===== config.mk =====
export PLATFORM = sky130hd
export DESIGN_NAME = mem_arbiter
export DESIGN_NICKNAME = d
export VERILOG_FILES = /design/src/rtl/mem_arb_pkg.sv /design/src/rtl/rr_arb2.sv /design/src/rtl/mem_arbiter.sv
export SDC_FILE = /design/constraint.sdc
export NUM_CORES = 1
export LEC_CHECK = 0
export CAP_MARGIN = 20
export CORE_ASPECT_RATIO = 1.25
export CORE_MARGIN = 5
export CORE_UTILIZATION = 19
export CTS_CLUSTER_DIAMETER = 120
export DETAILED_ROUTE_END_ITERATION = 8
export GPL_TIMING_DRIVEN = 0
export HOLD_SLACK_MARGIN = 0.02
export PLACE_DENSITY_LB_ADDON = 0.1
export SYNTH_ARGS = -nofsm -noshare
export SYNTH_HDL_FRONTEND = slang
export SYNTH_SLANG_ARGS = --single-unit

===== constraint.sdc =====
create_clock -name clk -period 1.27 [get_ports clk]
set_input_delay 0.127 -clock clk [delete_from_list [all_inputs] [get_ports clk]]
set_output_delay 0.127 -clock clk [all_outputs]
set_load 0.02 [all_outputs]

===== src/rtl/mem_arb_pkg.sv =====
// mem_arb_pkg -- shared types and limits for the two-port SRAM arbiter.
//   state_t : arbiter FSM states (IDLE, RD_WAIT)
//   port_t  : requester identity (PORT_A = CPU, PORT_B = loader)
//   MEM_LAT_MIN / MEM_LAT_MAX : supported SRAM read latency range
//   WAIT_CNT_W : width of the optional per-port wait counters
package mem_arb_pkg;

  typedef enum logic [0:0] {
    IDLE    = 1'b0,
    RD_WAIT = 1'b1
  } state_t;

  typedef enum logic [0:0] {
    PORT_A = 1'b0,
    PORT_B = 1'b1
  } port_t;

  localparam int MEM_LAT_MIN = 1;
  localparam int MEM_LAT_MAX = 3;
  localparam int WAIT_CNT_W  = 16;

endpackage


===== src/rtl/rr_arb2.sv =====
// rr_arb2 -- two-way round-robin decision, purely combinational.
//   req_a, req_b : requests from port A and port B
//   last         : port that won the previous grant
//   sel          : chosen port (meaningful only while valid is high)
//   valid        : at least one request is present
module rr_arb2
  import mem_arb_pkg::*;
(
  input  logic  req_a,
  input  logic  req_b,
  input  port_t last,
  output port_t sel,
  output logic  valid
);

  always_comb begin
    valid = req_a | req_b;
    if (req_a && req_b) begin
      // Tie: hand the grant to whoever did not win last time.
      sel = (last == PORT_A) ? PORT_B : PORT_A;
    end else if (req_b) begin
      sel = PORT_B;
    end else begin
      sel = PORT_A;
    end
  end

endmodule


===== src/rtl/mem_arbiter.sv =====
// mem_arbiter -- shares one single-port SRAM between a CPU port (A) and a
// loader port (B). Writes complete in the grant cycle; a read parks the
// arbiter in RD_WAIT for MEM_LAT cycles until the read data returns.
//
// Ports:
//   clk, reset_n                 clock, asynchronous active-low reset
//   a_/b_req_i, we_i, addr_i, wdata_i   request side of each port
//   a_/b_gnt_o                   one-cycle grant pulse
//   a_/b_rvalid_o, rdata_o       one-cycle read return (data zero otherwise)
//   mem_en_o, mem_we_o, mem_addr_o, mem_wdata_o, mem_rdata_i   SRAM side
//   busy_o                       high while a read is outstanding
//   a_/b_wait_cnt_o              saturating wait-cycle counters, present only
//                                when MEM_ARB_PERF_EN is defined
//
// Build option: MEM_ARB_PERF_EN adds the wait-cycle counters.
module mem_arbiter
  import mem_arb_pkg::*;
#(
  parameter int ADDR_W  = 16,
  parameter int DATA_W  = 16,
  parameter int MEM_LAT = 1
) (
  input  logic              clk,
  input  logic              reset_n,
  input  logic              a_req_i,
  input  logic              a_we_i,
  input  logic [ADDR_W-1:0] a_addr_i,
  input  logic [DATA_W-1:0] a_wdata_i,
  input  logic              b_req_i,
  input  logic              b_we_i,
  input  logic [ADDR_W-1:0] b_addr_i,
  input  logic [DATA_W-1:0] b_wdata_i,
  output logic              a_gnt_o,
  output logic              b_gnt_o,
  output logic              a_rvalid_o,
  output logic              b_rvalid_o,
  output logic [DATA_W-1:0] a_rdata_o,
  output logic [DATA_W-1:0] b_rdata_o,
  output logic              mem_en_o,
  output logic              mem_we_o,
  output logic [ADDR_W-1:0] mem_addr_o,
  output logic [DATA_W-1:0] mem_wdata_o,
  input  logic [DATA_W-1:0] mem_rdata_i,
`ifdef MEM_ARB_PERF_EN
  output logic [WAIT_CNT_W-1:0] a_wait_cnt_o,
  output logic [WAIT_CNT_W-1:0] b_wait_cnt_o,
`endif
  output logic              busy_o
);

  localparam int CNT_W = $clog2(MEM_LAT_MAX);

  generate
    if (MEM_LAT < MEM_LAT_MIN || MEM_LAT > MEM_LAT_MAX) begin : g_bad_lat
      $error("mem_arbiter: MEM_LAT must be in 1..3");
    end
  endgenerate

  state_t            state;
  port_t             last_winner;
  port_t             rd_owner;
  logic [CNT_W-1:0]  lat_cnt;

  port_t             arb_sel;
  logic              arb_valid;
  logic              grant;
  logic              rd_done;
  logic              sel_we;
  logic [ADDR_W-1:0] sel_addr;
  logic [DATA_W-1:0] sel_wdata;

  rr_arb2 u_rr (
    .req_a (a_req_i),
    .req_b (b_req_i),
    .last  (last_winner),
    .sel   (arb_sel),
    .valid (arb_valid)
  );

  // Grants are gated by reset_n so every output reads zero while in reset,
  // even though the request inputs may still be active.
  assign grant     = reset_n && (state == IDLE) && arb_valid;
  assign sel_we    = (arb_sel == PORT_B) ? b_we_i    : a_we_i;
  assign sel_addr  = (arb_sel == PORT_B) ? b_addr_i  : a_addr_i;
  assign sel_wdata = (arb_sel == PORT_B) ? b_wdata_i : a_wdata_i;

  // The counter starts at 0 in the first RD_WAIT cycle, so data is due
  // when it reaches MEM_LAT-1.
  assign rd_done = (state == RD_WAIT) && (lat_cnt == CNT_W'(MEM_LAT - 1));

  assign a_gnt_o     = grant && (arb_sel == PORT_A);
  assign b_gnt_o     = grant && (arb_sel == PORT_B);
  assign mem_en_o    = grant;
  assign mem_we_o    = grant && sel_we;
  assign mem_addr_o  = grant ? sel_addr  : '0;
  assign mem_wdata_o = grant ? sel_wdata : '0;

  assign a_rvalid_o = rd_done && (rd_owner == PORT_A);
  assign b_rvalid_o = rd_done && (rd_owner == PORT_B);
  assign a_rdata_o  = a_rvalid_o ? mem_rdata_i : '0;
  assign b_rdata_o  = b_rvalid_o ? mem_rdata_i : '0;
  assign busy_o     = (state == RD_WAIT);

  always_ff @(posedge clk or negedge reset_n) begin
    if (!reset_n) begin
      state       <= IDLE;
      last_winner <= PORT_B;
      rd_owner    <= PORT_A;
      lat_cnt     <= '0;
    end else begin
      case (state)
        IDLE: begin
          if (grant) begin
            last_winner <= arb_sel;
            if (!sel_we) begin
              state    <= RD_WAIT;
              rd_owner <= arb_sel;
              lat_cnt  <= '0;
            end
          end
        end
        RD_WAIT: begin
          if (rd_done) begin
            state   <= IDLE;
            lat_cnt <= '0;
          end else begin
            lat_cnt <= lat_cnt + 1'b1;
          end
        end
        default: state <= IDLE;
      endcase
    end
  end

`ifdef MEM_ARB_PERF_EN
  // Cycles spent requesting without being granted, saturating at all-ones.
  always_ff @(posedge clk or negedge reset_n) begin
    if (!reset_n) begin
      a_wait_cnt_o <= '0;
      b_wait_cnt_o <= '0;
    end else begin
      if (a_req_i && !a_gnt_o && (a_wait_cnt_o != '1)) begin
        a_wait_cnt_o <= a_wait_cnt_o + 1'b1;
      end
      if (b_req_i && !b_gnt_o && (b_wait_cnt_o != '1)) begin
        b_wait_cnt_o <= b_wait_cnt_o + 1'b1;
      end
    end
  end
`else
  // Wait-cycle counters are not built in this configuration.
`endif

endmodule


==> key figures <==
Place
  • Port bufs: 156
  • Detail Placement HPWL: 4.19 mm
  • Area after detailed placement: 0.00285 mm2
  • Gpl congestion: 0.796
  • Placed insts: 321

Timing
  • Final setup fails: 74
  • Worst Hold Slack: 0.0652 ns
  • Worst Slack Setup Final: -0.430 ns
  • Max-slew violation count: 0
  • RSZ-0062 raised after global routing: true
  • Number of hold violations in the final report: 0
  • Relative slew slack: 0.838
  • Worst-Margin Slew: 0.244 ns
  • Period minus WS final: 1.70 ns
  • Fin Clk Skew: 0.00109 ns
  • Period utilisation layout: 1.34
  • Peak Freq: 588 MHz

Worst setup path
  • Reg2Reg Setup Slack: -0.27 ns
  • CP Capture Type: output pin
  • Critical Path Slowest Stage Cell: dfstp_2
  • Worst Path Required: 1.14 ns
  • CP peak stage delay: 0.55 ns
  • CP cell instances: a21bo_4, nor2_4, buf_8, buf_12, a22o_4, buf_6
  • Critical-path maximum fanout: 6
  • CP Launch Type: flip-flop
  • Critical path class: reg2out
  • Crit path DAT: 1.57 ns

Outcome
  • Failing checks: negative setup slack
  • Status: finished, violations left

Synthesis
  • Commonest cells in the netlist: 32 x and2_1, 23 x a22o_1, 10 x a22o_2
  • Gate Count Post-Synth: 107
  • Synth cell types: 26
  • Biggest area consumer among synthesized cells: a22o_1
  • Mux contribution to synthesized area: 0.0158
  • Share of flip-flops with an asynchronous set or reset: 1.00
  • Post-synthesis xor/xnor area fraction: 0
  • Post-synthesis adder-cell area fraction: 0.0143
  • Top post-synthesis cells by area: a22o_1 23%, and2_1 23%, a22o_2 11%
  • Flops & latches, synth: 5
  • Synth Area in Simple Gates: 0.339
  • Post-synthesis average cell area: 8.15 um2
  • Post-synth top area share: 0.231
  • Post-synth net total: 194
  • Commonest register cell after synthesis: dfrtp_1
  • YS warnings: 0
  • Most frequent cell after synthesis: and2_1
  • Number of synthesized flops with an enable pin: 0
  • Mapped Area: 872 um2
  • Seq/Total Area, Yosys: 0.145
  • Main combinational cell family by area after synthesis: compound AO/OA/AOI/OAI gates
  • Complex-gate fraction of the synthesized area: 0.393

Clocking
  • CTS Buf Count: 3
  • Root buffer cell: clkbuf_8
  • CTS tree: built
  • Clk_lat worst skew: 0.22 ns
  • CTS sink count: 5
  • Clock buffer depth: 2
  • H-tree Lvls: 1
  • Clk slew on worst S/H paths: 0.03 ns

Floorplan
  • I/O Pins: 157
  • Die height: 85.7 um
  • Initial Util: 0.197
  • Full die area: 0.00605 mm2
  • Cell Rows: 27
  • Die width: 70.6 um
  • Core area: 0.00443 mm2

Route
  • Vias/cell: 4.53
  • Routed WL: 5.55 mm
  • DRC Markers: 0
  • Detail Route Antenna Nets: 0
  • Drt initial violations: 4
  • Avg WL per Cell: 15.9 um
  • Via count: 1578
  • First-pass DRT Iterations: 4

Global route
  • Grt peak-use layer: met2
  • Grt ovf: 0
  • GR Layer Usage met2: 0.348
  • Via count of the first global-routing pass: 1733
  • GR met3 Demand/Resource: 0.0621
  • Total GRT Usage: 0.170
  • Initial antenna violation count: 0
  • GRT met1 Usage: 0.159
  • Global-route wire length before repair: 8.42 mm
  • Pin count of the biggest net entering global routing: 11

Layout
  • Design Area, Final: 0.00329 mm2
  • Final Non-Filler Cells: 348
  • NumNets Final: 378
  • Antenna cells: 0
  • Area delta synth->final: 277%
  • Share of layout cells above drive strength 1: 0.652

Worst hold path
  • HP Class: in2async

Pwr
  • Power per Cell Area: 552 mW/mm2
  • VDD IR max: 348 uV
  • Leak: 1.56 nW

Flow run
  • Max_cap viols: 0
-- cell type report --
| type | count | area (um2) |
|---|---|---|
| Inverter | 4 | 17.5 |
| Clock buffer | 4 | 45.0 |
| Tap cell | 58 | 72.6 |
| Fill cell | 318 | 1140 |
| Sequential cell | 5 | 128 |
| Buffer | 8 | 123 |
| Multi-Input combinational cell | 90 | 1060 |
| Timing Repair Buffer | 179 | 1840 |
-- per-layer routing --
layer  routed length [um]  part of all wire  up-vias
li1                     -                 -      758
met1                 1780              0.32      707
met2                 3000              0.54      107
met3                  724              0.13        6
met4                   43            0.0078        0
met5                    0                 0        -
-- worst max-delay path, delay by kind of cell, from the launching register on --
family	cells	cell delay, ns
compound gates	2	0.36
buf+inv	3	0.38
flops	1	0.55
simple gates	1	0.06
-- flip-flops by register name, summed over array words and instances (netlist names) --
register	count
lat_cnt	2
rd_owner	1
busy_o	1
last_winner	1
-- stage by stage --
step	setup slack [ns]	util	power, W	setup TNS [ns]
5_1_grt	-0.456	0.743	0.00190	-26.00
4_1_cts	-0.436	0.737	0.00182	-23.96
6_report	-0.430	0.743	0.00181	-23.32
2_1_floorplan	-0.0744	-	0.000749	-1.10
3_5_place_dp	-0.950	0.643	0.00134	-53.21
3_3_place_gp	-0.948	0.643	0.00134	-52.27
-- cells in the final DEF (no fill, tap or decap), types with 3 or more instances in the layout --
cell type	count
buf_8	4
buf_12	3
and2_4	32
nor2_1	4
nor2_4	3
a22o_2	5
dfrtp_1	3
clkbuf_8	3
clkdlybuf4s50_1	82
buf_4	29
dlygate4sd2_1	4
a22o_4	27
buf_6	62
-- power by group --
| group | internal [W] | switching (W) |
|---|---|---|
| Clock | 0.000215 | 0.0000692 |
| Combinational | 0.000815 | 0.000514 |
| Sequential | 0.000179 | 0.0000227 |
| Total | 0.00121 | 0.000606 |
-- path summary, 6_finish.rpt --
path,from,end,cells past startpoint
min,reset_n,last_winner,1
max in group asynchronous,reset_n,busy_o,2
min in group clk,b_req_i,rd_owner,5
min reg2reg,last_winner,last_winner,1
max reg2reg,last_winner,lat_cnt[1],6
max,last_winner,mem_addr_o[11],6
-- kinds of logic (layout without fill, tap and decap cells) --
group	count (synthesis)	in the layout
AOI/OAI and AO/OA	39	39
muxes	1	1
and+or+nand+nor	48	49
buffers and inverters	13	195
DFF	5	5
adders and majority gates	1	1
-- repair_timing --
| item | 4_1_cts | 5_1_grt |
|---|---|---|
| setup buffers | 15 | 5 |
| pin swaps | 28 | 8 |
| hold endpoints to repair | 4 | 4 |
| cloned | 5 | 0 |
| gates resized for setup | 445 | 8 |
| setup endpoints to repair | 74 | 75 |
Note: power is estimated with default switching activity, not from simulation.
